$ cat config.mk
export PLATFORM = sky130hd
export DESIGN_NAME = uart_stream_master
export DESIGN_NICKNAME = d
export VERILOG_FILES = /design/src/rtl/uart_pkg.sv /design/src/rtl/uart_bus_txn.sv /design/src/rtl/uart_stream_master.sv
export SDC_FILE = /design/constraint.sdc
export NUM_CORES = 1
export LEC_CHECK = 0
export BUFFER_PORTS_ARGS = -buffer_cell sky130_fd_sc_hd__buf_2
export CELL_PAD_IN_SITES_DETAIL_PLACEMENT = 0
export CELL_PAD_IN_SITES_GLOBAL_PLACEMENT = 1
export CORE_UTILIZATION = 34
export DETAILED_ROUTE_END_ITERATION = 10
export GPL_TIMING_DRIVEN = 0
export PLACE_DENSITY = 0.88
export SLEW_MARGIN = 20
export SYNTH_ARGS = -nofsm -noshare
export SYNTH_HDL_FRONTEND = slang
export SYNTH_SLANG_ARGS = --single-unit
$ cat constraint.sdc
create_clock -name clk -period 4.4 [get_ports clk]
set_input_delay 0.22 -clock clk [delete_from_list [all_inputs] [get_ports clk]]
set_output_delay 0.22 -clock clk [all_outputs]
set_load 0.01 [all_outputs]
$ cat src/rtl/uart_pkg.sv
// Shared register map, STATUS bit positions and FSM state type for the
// uart_mem register bus and its stream master.
package uart_pkg;

  localparam int unsigned UART_BAUD_L_ADDR      = 'h00;
  localparam int unsigned UART_BAUD_H_ADDR      = 'h04;
  localparam int unsigned UART_STATUS_ADDR      = 'h08;
  localparam int unsigned UART_DATA_ADDR        = 'h0C;
  localparam int unsigned UART_INT_EN_ADDR      = 'h10;
  localparam int unsigned UART_INT_PENDING_ADDR = 'h14;

  localparam int unsigned UART_STAT_RX_READY = 0;
  localparam int unsigned UART_STAT_TX_BUSY  = 1;

  typedef enum logic [2:0] {
    ST_INIT_BL,
    ST_INIT_BH,
    ST_IDLE,
    ST_RD_STAT,
    ST_RD_DATA0,
    ST_RD_DATA1,
    ST_WR_DATA,
    ST_GAP
  } uart_sm_state_t;

endpackage

$ cat src/rtl/uart_bus_txn.sv
// Single-transaction bus engine: latches a request on start, holds it until
// m_ready, then returns a one-cycle done with captured rdata/err.
module uart_bus_txn #(
  parameter int unsigned ADDR_WIDTH = 32,
  parameter int unsigned DATA_WIDTH = 32
) (
  input  logic                  clk,
  input  logic                  rst,
  input  logic                  start,
  input  logic                  wr_en,
  input  logic [ADDR_WIDTH-1:0] addr,
  input  logic [DATA_WIDTH-1:0] wdata,
  output logic                  done,
  output logic [DATA_WIDTH-1:0] rdata,
  output logic                  err,
  output logic                  m_enable,
  output logic                  m_wr_en,
  output logic [ADDR_WIDTH-1:0] m_addr,
  output logic [DATA_WIDTH-1:0] m_wdata,
  output logic [3:0]            m_be,
  input  logic                  m_ready,
  input  logic [DATA_WIDTH-1:0] m_rdata,
  input  logic                  m_bus_err
);

  // start is only honoured while m_enable is low, so the cycle after a
  // completion always has m_enable low.
  always_ff @(posedge clk) begin
    if (rst) begin
      done     <= '0;
      rdata    <= '0;
      err      <= '0;
      m_enable <= '0;
      m_wr_en  <= '0;
      m_addr   <= '0;
      m_wdata  <= '0;
      m_be     <= '0;
    end else begin
      done <= '0;
      if (m_enable) begin
        if (m_ready) begin
          m_enable <= '0;
          m_be     <= '0;
          done     <= '1;
          rdata    <= m_rdata;
          err      <= m_bus_err;
        end
      end else if (start) begin
        m_enable <= '1;
        m_wr_en  <= wr_en;
        m_addr   <= addr;
        m_wdata  <= wdata;
        m_be     <= 4'b0001;
      end
    end
  end

endmodule

$ cat src/rtl/uart_stream_master.sv
// Stream-to-uart_mem bus master: programs the baud divisor, then polls STATUS
// and writes stream bytes to DATA. Optional RX drain: define UART_STREAM_RX_EN.
module uart_stream_master #(
  parameter int unsigned ADDR_WIDTH = 32,
  parameter int unsigned DATA_WIDTH = 32,
  parameter int unsigned BASE_ADDR  = 0,
  parameter int unsigned BAUD_DIV   = 434,
  parameter int unsigned POLL_GAP   = 16
) (
  input  logic                  clk,
  input  logic                  rst,
  input  logic [7:0]            s_data,
  input  logic                  s_valid,
  output logic                  s_ready,
  output logic [7:0]            rx_data,
  output logic                  rx_valid,
  input  logic                  rx_ready,
  output logic                  m_enable,
  output logic                  m_wr_en,
  output logic [ADDR_WIDTH-1:0] m_addr,
  output logic [DATA_WIDTH-1:0] m_wdata,
  output logic [3:0]            m_be,
  input  logic                  m_ready,
  input  logic [DATA_WIDTH-1:0] m_rdata,
  input  logic                  m_bus_err,
  output logic                  init_done,
  output logic                  err
);
  import uart_pkg::*;

  localparam logic [7:0]  BAUD_LO  = 8'(BAUD_DIV);
  localparam logic [7:0]  BAUD_HI  = 8'(BAUD_DIV >> 8);
  localparam logic [15:0] GAP_LAST = 16'(POLL_GAP - 1);

  uart_sm_state_t          state;
  logic                    pending;
  logic [15:0]             gap_cnt;
  logic                    start;
  logic                    req_wr;
  logic [ADDR_WIDTH-1:0]   req_off;
  logic [ADDR_WIDTH-1:0]   req_addr;
  logic [7:0]              req_byte;
  logic [DATA_WIDTH-1:0]   req_wdata;
  logic                    done;
  logic                    txn_err;
  logic [DATA_WIDTH-1:0]   rdata;
  logic                    idle_go;
  logic                    unused_bits;

  assign unused_bits = ^{rdata, rx_ready};

`ifdef UART_STREAM_RX_EN
  logic tx_busy_q;
  assign idle_go = s_valid || !rx_valid;
`else
  assign idle_go  = s_valid;
  assign rx_data  = '0;
  assign rx_valid = '0;
`endif

  // Requests are combinational from the registered state so a new transfer
  // launches on the edge that enters (or stays in) its issuing state.
  always_comb begin
    start    = '0;
    req_wr   = '0;
    req_off  = ADDR_WIDTH'(UART_STATUS_ADDR);
    req_byte = '0;
    if (!pending) begin
      case (state)
        ST_INIT_BL: begin
          start    = '1;
          req_wr   = '1;
          req_off  = ADDR_WIDTH'(UART_BAUD_L_ADDR);
          req_byte = BAUD_LO;
        end
        ST_INIT_BH: begin
          start    = '1;
          req_wr   = '1;
          req_off  = ADDR_WIDTH'(UART_BAUD_H_ADDR);
          req_byte = BAUD_HI;
        end
        ST_IDLE: start = idle_go;
        ST_RD_DATA0, ST_RD_DATA1: begin
          start   = '1;
          req_off = ADDR_WIDTH'(UART_DATA_ADDR);
        end
        ST_WR_DATA: begin
          start    = '1;
          req_wr   = '1;
          req_off  = ADDR_WIDTH'(UART_DATA_ADDR);
          req_byte = s_data;
        end
        default: ;
      endcase
    end
    req_addr  = ADDR_WIDTH'(BASE_ADDR) + req_off;
    req_wdata = DATA_WIDTH'(req_byte);
  end

  uart_bus_txn #(
    .ADDR_WIDTH(ADDR_WIDTH),
    .DATA_WIDTH(DATA_WIDTH)
  ) u_txn (
    .clk      (clk),
    .rst      (rst),
    .start    (start),
    .wr_en    (req_wr),
    .addr     (req_addr),
    .wdata    (req_wdata),
    .done     (done),
    .rdata    (rdata),
    .err      (txn_err),
    .m_enable (m_enable),
    .m_wr_en  (m_wr_en),
    .m_addr   (m_addr),
    .m_wdata  (m_wdata),
    .m_be     (m_be),
    .m_ready  (m_ready),
    .m_rdata  (m_rdata),
    .m_bus_err(m_bus_err)
  );

  always_ff @(posedge clk) begin
    if (rst) begin
      state     <= ST_INIT_BL;
      pending   <= '0;
      gap_cnt   <= '0;
      s_ready   <= '0;
      init_done <= '0;
      err       <= '0;
`ifdef UART_STREAM_RX_EN
      rx_data   <= '0;
      rx_valid  <= '0;
      tx_busy_q <= '0;
`endif
    end else begin
      s_ready <= '0;
      if (start) pending <= '1;
      if (done && txn_err) err <= '1;
`ifdef UART_STREAM_RX_EN
      if (rx_valid && rx_ready) rx_valid <= '0;
`endif
      case (state)
        ST_INIT_BL: if (done) begin
          state   <= ST_INIT_BH;
          pending <= '0;
        end
        ST_INIT_BH: if (done) begin
          state     <= ST_IDLE;
          pending   <= '0;
          init_done <= '1;
        end
        ST_IDLE: if (start) state <= ST_RD_STAT;
        ST_RD_STAT: if (done) begin
          pending <= '0;
`ifdef UART_STREAM_RX_EN
          tx_busy_q <= rdata[UART_STAT_TX_BUSY];
          if (rdata[UART_STAT_RX_READY] && !rx_valid) state <= ST_RD_DATA0;
          else
`endif
          if (s_valid && !rdata[UART_STAT_TX_BUSY]) state <= ST_WR_DATA;
          else begin
            state   <= ST_GAP;
            gap_cnt <= '0;
          end
        end
`ifdef UART_STREAM_RX_EN
        ST_RD_DATA0: if (done) begin
          state   <= ST_RD_DATA1;
          pending <= '0;
        end
        ST_RD_DATA1: if (done) begin
          pending  <= '0;
          rx_data  <= rdata[7:0];
          rx_valid <= '1;
          state    <= (s_valid && !tx_busy_q) ? ST_WR_DATA : ST_IDLE;
        end
`endif
        ST_WR_DATA: begin
          if (start) s_ready <= '1;
          if (done) begin
            pending <= '0;
            state   <= ST_IDLE;
          end
        end
        ST_GAP: begin
          if (gap_cnt == GAP_LAST) state <= ST_IDLE;
          else gap_cnt <= gap_cnt + 16'd1;
        end
        default: state <= ST_INIT_BL;
      endcase
    end
  end

endmodule

==> run_summary.xml, run 1 <==
<?xml version="1.0" encoding="UTF-8"?>
<metrics>
  <group name="cells_and_area">
    <metric name="final_antenna_diode_count" unit="">0</metric>
    <metric name="fillers" unit="">706</metric>
    <metric name="synthToLayoutAreaGrowth" unit="%">25.8</metric>
    <metric name="layout_cell_share_with_drive_strength_beyond_1" unit="%">28.8</metric>
    <metric name="final_stage_net_count" unit="">438</metric>
    <metric name="design_area" unit="um^2">3000</metric>
  </group>
  <group name="sta">
    <metric name="setup_violations" unit="">0</metric>
    <metric name="fin_setup_tns" unit="ps">0</metric>
    <metric name="final-max-slew-violation-count" unit="">0</metric>
    <metric name="layout_worst_path_cycle_share" unit="%">45.1</metric>
    <metric name="rsz_0062_raised_after_global_routing" unit="">no</metric>
    <metric name="clock-skew-final" unit="ps">3.70</metric>
    <metric name="tightest_slew" unit="ps">669</metric>
    <metric name="final.min_clock_period" unit="ps">1980</metric>
    <metric name="worst_slack" unit="ps">2420</metric>
    <metric name="finalHoldViolations" unit="">0</metric>
    <metric name="maxSlewHeadroom" unit="%">54.8</metric>
    <metric name="fmax" unit="GHz">0.504</metric>
  </group>
  <group name="drt">
    <metric name="wl" unit="mm">5.06</metric>
    <metric name="route.antenna.remaining_nets" unit="">0</metric>
    <metric name="detail_route.iter0.violations" unit="">92</metric>
    <metric name="vias_per_cell" unit="">4.29</metric>
    <metric name="remaining_drc_errors" unit="">0</metric>
    <metric name="routed_length_per_placed_instance" unit="um">10.4</metric>
    <metric name="vias" unit="">2095</metric>
    <metric name="first_pass_iters" unit="">4</metric>
  </group>
  <group name="placed_design">
    <metric name="buffers_on_ports" unit="">28</metric>
    <metric name="globalplace.congestion" unit="">0.840</metric>
    <metric name="dp_hpwl" unit="mm">3.87</metric>
    <metric name="place_area" unit="um^2">2890</metric>
    <metric name="dp_slack" unit="ps">2420</metric>
  </group>
  <group name="synthesis">
    <metric name="synth-main-ff-cell" unit="">dfxtp_1</metric>
    <metric name="synthArstFlopShare" unit="%">0</metric>
    <metric name="synth_top_area_share" unit="%">32.7</metric>
    <metric name="seq_area_frac_synth" unit="%">32.7</metric>
    <metric name="ys_ff_latch" unit="">39</metric>
    <metric name="synth_most_common_cell" unit="">buf_4</metric>
    <metric name="warning_count_from_the_yosys_run" unit="">0</metric>
    <metric name="count_of_flip_flops_with_a_built_in_enable_after_synthesis" unit="">0</metric>
    <metric name="yosys-top-cells-area" unit="">dfxtp_1 (33%), buf_4 (21%), nand2_1 (4.2%)</metric>
    <metric name="yosysUniqueCellTypes" unit="">46</metric>
    <metric name="synth.largest_area_cell" unit="">dfxtp_1</metric>
    <metric name="synthTopCellsByCount" unit="">buf_4 (66), dfxtp_1 (39), nand2_1 (27)</metric>
    <metric name="mappedNetlistArea" unit="um^2">2390</metric>
    <metric name="syn-instance-count" unit="">291</metric>
    <metric name="postSynthAreaPerCell" unit="um^2">8.20</metric>
  </group>
  <group name="global_routing">
    <metric name="grt_pass1_wl" unit="mm">7.84</metric>
    <metric name="grt_start_max_net_pins" unit="">14</metric>
    <metric name="grt_pass1_vias" unit="">1706</metric>
    <metric name="antenna_found_initial" unit="">0</metric>
    <metric name="grt_overflow" unit="">0</metric>
    <metric name="global_route_usage_over_all_layers" unit="%">13.3</metric>
  </group>
  <group name="power">
    <metric name="vdd_ir_drop_max" unit="uV">126</metric>
    <metric name="power.share.sequential" unit="%">45.8</metric>
    <metric name="internal-power" unit="mW">0.594</metric>
    <metric name="powerDensity" unit="nW/um^2">270</metric>
    <metric name="p_leak" unit="nW">1.36</metric>
    <metric name="power_switching" unit="mW">0.217</metric>
    <metric name="power.share.switching" unit="%">26.7</metric>
    <metric name="comb_power_share" unit="%">15.9</metric>
    <metric name="clkPwrFrac" unit="%">38.3</metric>
  </group>
  <group name="clock_network">
    <metric name="clk_pin_slew" unit="ps">80</metric>
    <metric name="insertion_delay" unit="ps">300</metric>
    <metric name="cts_tree" unit="">built</metric>
    <metric name="post-cts-setup-buffer-count" unit="">0</metric>
    <metric name="cts_hold_buffers" unit="">0</metric>
    <metric name="max-clock-path-buffers" unit="">2</metric>
    <metric name="post_cts_resized" unit="">0</metric>
    <metric name="tritoncts.num_buffers" unit="">5</metric>
    <metric name="clockRootBuffer" unit="">clkbuf_8</metric>
    <metric name="tritoncts_num_sinks" unit="">39</metric>
    <metric name="htree_levels" unit="">2</metric>
  </group>
  <group name="worst_hold_path">
    <metric name="worstHoldPathType" unit="">in2reg</metric>
  </group>
  <group name="worst_setup_path">
    <metric name="crit_path_cell_trace" unit="">or4_4 -&gt; o41ai_2 -&gt; a21boi_2 -&gt; mux2i_1</metric>
    <metric name="critPathSlowestCell" unit="">or4_4</metric>
    <metric name="critical_path.startpoint_type" unit="">flop</metric>
    <metric name="required" unit="ps">4630</metric>
    <metric name="slowest_delay" unit="ps">580</metric>
    <metric name="path_class" unit="">reg2reg</metric>
    <metric name="timing.critical_path.to_type" unit="">flop</metric>
    <metric name="critical_path_arrival" unit="ps">2220</metric>
    <metric name="crit_path_max_fanout" unit="">5</metric>
  </group>
  <group name="floorplan">
    <metric name="initial_core_util" unit="%">35.1</metric>
    <metric name="io-pin-count" unit="">128</metric>
    <metric name="die_extent_in_y" unit="um">85.8</metric>
    <metric name="die_area" unit="um^2">7360</metric>
    <metric name="core_region_area" unit="um^2">6790</metric>
    <metric name="floorplan.die.width" unit="um">85.8</metric>
    <metric name="placement_rows" unit="">30</metric>
  </group>
  <group name="job">
    <metric name="max_cap_violations" unit="">0</metric>
  </group>
  <group name="run_status">
    <metric name="status" unit="">finished, final reports clean</metric>
  </group>
</metrics>
[path summary, 6_finish.rpt]
path                from  slack, ps                to  cells past startpoint
min            s_data[5]        160  u_txn.m_wdata[5]                      3
min reg2reg  gap_cnt[15]        470       gap_cnt[15]                      2
max          gap_cnt[12]       2420          state[0]                      4
max reg2reg  gap_cnt[12]       2420          state[0]                      4
[state kept, by name, summed over array words and instances, names as in the netlist]
name and count:
gap_cnt 16, u_txn.m_wdata 8, state 3, u_txn.m_addr 2, err 1, init_done 1
pending 1, s_ready 1, u_txn.done 1, u_txn.err 1, u_txn.m_be 1, u_txn.m_enable 1
u_txn.m_wr_en 1, u_txn.rdata 1
[cell families (layout without fill, tap and decap cells)]
| kind of cell | after synthesis | count (layout) | synth area share, % |
|---|---|---|---|
| compound gates | 54 | 54 | 15.6 |
| xor+xnor | 1 | 1 | 0.367 |
| fa+ha+maj | 1 | 1 | 0.524 |
| buf+inv | 89 | 125 | 24.5 |
| flops | 39 | 39 | 32.7 |
| mux | 9 | 9 | 3.77 |
| other cells | 1 | 66 | 0.157 |
| simple gates | 97 | 97 | 22.3 |
[metrics by stage]
stage	util, %	hold slack [ps]	power [mW]	std cells
finish	44.2	157	0.810	488
detailed placement	42.6	463	0.506	480
CTS	44.2	163	0.807	488
floorplan	-	359	0.482	356
global placement	42.6	444	0.505	480
global route	44.2	166	0.833	488
[cell type report]
class	instances	area (um^2)	area share, %
buffer	82	559	18.6
clock buffer	5	68.8	2.29
clock inverter	3	43.8	1.46
inverter	7	26.3	0.875
multi-input combinational	228	1260	42.1
sequential	39	781	26.0
tap	96	120	4.00
timing repair buffer	28	140	4.66
[layout by cell type (no fill, tap or decap), types with 2 or more instances in the layout]
cell type and instances:
and2_1 3, nand4_1 2, o21ai_0 8, nor2_1 14, buf_4 66, or3_1 3
or4_1 4, dfxtp_1 39, a31oi_1 7, nand3_1 11, mux2i_1 9, and3_1 2
o31a_1 2, clkbuf_1 13, conb_1 66, o211ai_1 4, nand2b_1 14, or4_4 2
buf_2 31, nor4_1 7, a211oi_1 6, inv_1 7, clkbuf_8 5, nand2_1 27
and4_1 2, a21oi_1 14
[routing by layer]
layer / track usage (%) / part of all wire, % / vias to the layer above
li1: - / - / 1084
met1: 16.8 / 48 / 947
met2: 23.0 / 47 / 60
met3: 2.60 / 4.8 / 4
met4: 3.64 / 0.36 / 0
met5: 0 / 0 / -
[power by group through the flow]
stage | clock [mW] | sequential (mW) | combinational, mW
floorplan | 0 | 0.382 | 0.0992
global placement | 0 | 0.379 | 0.126
detailed placement | 0 | 0.379 | 0.127
CTS | 0.308 | 0.371 | 0.127
global route | 0.319 | 0.372 | 0.142
finish | 0.310 | 0.371 | 0.129
[worst max-delay path: cells and delay by family, from the launching register on]
family,cells,cell delay [ps]
flip-flops,1,340
multiplexers,1,190
AND/OR/NAND/NOR,1,580
AO/OA/AOI/OAI,2,800
No activity file was read; power rests on OpenSTA's default activity.
==> run 2, diff against run 1 <==
Settings changed: CORE_UTILIZATION 34 to 31, PLACE_DENSITY 0.88 to 0.82.
Clock period 4.4 ns to 2 ns, I/O delays scaled along.
==> run 2 against run 1 <==
Net effect:
- critical path depth is the same
- via count shrank 1.3%
- hold slack lost 120 ps
- clock skew grew 3.7 ps
- sequential cell count is the same
- count of clock-buffer cells in the layout grew 2
- non-clock buffer count is the same
- fmax grew 4.6%
- largest cell class unchanged
==> run_summary.xml, run 2 (synthesis results as in run 1) <==
<?xml version="1.0" encoding="UTF-8"?>
<metrics>
  <group name="global_routing">
    <metric name="groute.layer.met2.usage" unit="%">19.2</metric>
    <metric name="antenna_found_initial" unit="">0</metric>
    <metric name="grt_overflow" unit="">0</metric>
    <metric name="gr_layer_usage_met1" unit="%">16.3</metric>
    <metric name="grt_start_max_net_pins" unit="">13</metric>
    <metric name="top_usage_layer" unit="">met2</metric>
    <metric name="gr_util_met3" unit="%">3.47</metric>
    <metric name="grt_pass1_vias" unit="">1737</metric>
    <metric name="global_route_usage_over_all_layers" unit="%">12.6</metric>
    <metric name="grt_pass1_wl" unit="mm">8.15</metric>
  </group>
  <group name="drt">
    <metric name="first_pass_iters" unit="">4</metric>
    <metric name="wl" unit="mm">4.92</metric>
    <metric name="remaining_drc_errors" unit="">0</metric>
    <metric name="route.antenna.remaining_nets" unit="">0</metric>
    <metric name="detail_route.iter0.violations" unit="">101</metric>
    <metric name="vias" unit="">2068</metric>
    <metric name="vias_per_cell" unit="">4.21</metric>
    <metric name="routed_length_per_placed_instance" unit="um">10.0</metric>
  </group>
  <group name="cells_and_area">
    <metric name="mostFrequentLayoutCells" unit="">buf_4 (67), conb_1 (66), dfxtp_1 (39), buf_2 (31), nand2_1 (27)</metric>
    <metric name="layout.core_utilization" unit="%">41.5</metric>
    <metric name="layout_cell_share_with_drive_strength_beyond_1" unit="%">30.1</metric>
    <metric name="largest-register" unit="">gap_cnt</metric>
    <metric name="layout.cells.most_common" unit="">buf_4</metric>
    <metric name="final_antenna_diode_count" unit="">0</metric>
    <metric name="final_stage_net_count" unit="">438</metric>
    <metric name="stdcell_count" unit="">491</metric>
    <metric name="ff_latch_area" unit="um^2">781</metric>
    <metric name="largest_reg_flops" unit="">16</metric>
    <metric name="design_area" unit="um^2">3040</metric>
    <metric name="synthToLayoutAreaGrowth" unit="%">27.4</metric>
    <metric name="multi_input_comb_area" unit="um^2">1300</metric>
    <metric name="reg_top3" unit="">gap_cnt (16), u_txn.m_wdata (8), state (3)</metric>
    <metric name="fillers" unit="">742</metric>
  </group>
  <group name="power">
    <metric name="powerDensity" unit="nW/um^2">563</metric>
    <metric name="p_leak" unit="nW">1.36</metric>
    <metric name="p_total" unit="mW">1.71</metric>
    <metric name="vdd_ir_drop_max" unit="uV">307</metric>
  </group>
  <group name="clock_network">
    <metric name="clockRootBuffer" unit="">clkbuf_8</metric>
    <metric name="max-clock-path-buffers" unit="">2</metric>
    <metric name="cts_tree" unit="">built</metric>
    <metric name="tritoncts_num_sinks" unit="">39</metric>
    <metric name="insertion_delay" unit="ps">300</metric>
    <metric name="htree_levels" unit="">2</metric>
    <metric name="clk_pin_slew" unit="ps">80</metric>
    <metric name="tritoncts.num_buffers" unit="">5</metric>
  </group>
  <group name="run_status">
    <metric name="status" unit="">finished, final reports clean</metric>
  </group>
  <group name="job">
    <metric name="max_cap_violations" unit="">0</metric>
  </group>
  <group name="worst_setup_path">
    <metric name="path_class" unit="">reg2reg</metric>
    <metric name="crit_path_max_fanout" unit="">5</metric>
    <metric name="critPathSlowestCell" unit="">or4_4</metric>
    <metric name="crit_path_cell_trace" unit="">or4_4 -&gt; o41ai_4 -&gt; a21boi_2 -&gt; mux2i_1</metric>
    <metric name="critical_path.startpoint_type" unit="">flop</metric>
    <metric name="required" unit="ps">2240</metric>
    <metric name="timing.critical_path.to_type" unit="">flop</metric>
    <metric name="slowest_delay" unit="ps">590</metric>
    <metric name="critical_path_arrival" unit="ps">2130</metric>
  </group>
  <group name="placed_design">
    <metric name="dp_slack" unit="ps">41.1</metric>
    <metric name="globalplace.congestion" unit="">0.857</metric>
    <metric name="numPlacedInstances" unit="">483</metric>
    <metric name="place_area" unit="um^2">2900</metric>
    <metric name="dp_hpwl" unit="mm">3.73</metric>
    <metric name="buffers_on_ports" unit="">28</metric>
  </group>
  <group name="floorplan">
    <metric name="core_region_area" unit="um^2">7330</metric>
    <metric name="floorplan.die.width" unit="um">89.8</metric>
    <metric name="initial_core_util" unit="%">32.6</metric>
    <metric name="placement_rows" unit="">31</metric>
    <metric name="die_extent_in_y" unit="um">89.8</metric>
    <metric name="io-pin-count" unit="">128</metric>
    <metric name="die_area" unit="um^2">8060</metric>
  </group>
  <group name="sta">
    <metric name="layout_worst_path_cycle_share" unit="%">94.9</metric>
    <metric name="fmax" unit="GHz">0.527</metric>
    <metric name="fin_setup_tns" unit="ps">0</metric>
    <metric name="worst_slack" unit="ps">103</metric>
    <metric name="final.min_clock_period" unit="ps">1900</metric>
    <metric name="clock-skew-final" unit="ps">7.39</metric>
    <metric name="finalHoldViolations" unit="">0</metric>
    <metric name="rsz_0062_raised_after_global_routing" unit="">no</metric>
    <metric name="setup_violations" unit="">0</metric>
    <metric name="final-max-slew-violation-count" unit="">0</metric>
    <metric name="fin_hold_ws" unit="ps">36.9</metric>
  </group>
  <group name="worst_hold_path">
    <metric name="worstHoldPathType" unit="">in2reg</metric>
  </group>
</metrics>
-- run 2: cell type report --
cell class / instances / area share (%)
timing repair buffer: 29 / 4.86
clock inverter: 1 / 0.247
tap: 99 / 4.07
buffer: 81 / 18.3
sequential: 39 / 25.7
inverter: 7 / 0.864
clock buffer: 7 / 3.17
multi-input combinational: 228 / 42.8
-- run 2: worst paths after layout --
| check | start | to | slack (ps) | cells after the start |
|---|---|---|---|---|
| worst max-delay path | gap_cnt[12] | state[0] | 100 | 4 |
| worst min-delay path | s_data[4] | u_txn.m_wdata[4] | 40 | 3 |
| worst max register to register | gap_cnt[12] | state[0] | 100 | 4 |
| worst min register to register | u_txn.rdata[1] | u_txn.rdata[1] | 450 | 2 |
-- run 2: routing by layer --
metal / vias up / routed length (um)
met4: 0 / 96
met5: - / 0
met3: 5 / 298
met2: 62 / 2200
li1: 1080 / -
met1: 921 / 2320
-- run 2: timing repair --
item | in CTS | in global routing
hold endpoints to repair | 0 | 0
setup buffers | 0 | 1
resized for setup | 1 | 5
hold buffers | 0 | 0
setup endpoints to repair | 1 | 6
pin swaps | 0 | 1
-- run 2: power breakdown --
part	internal, mW	switching (mW)	total (mW)
combinational	0.134	0.148	0.282
clock	0.314	0.298	0.612
sequential	0.801	0.0165	0.817
-- run 2: critical path: cells and delay by family (launching register included) --
family | cells | cell delay [ps]
and+or+nand+nor | 1 | 590
DFF | 1 | 340
muxes | 1 | 200
AOI/OAI and AO/OA | 2 | 700
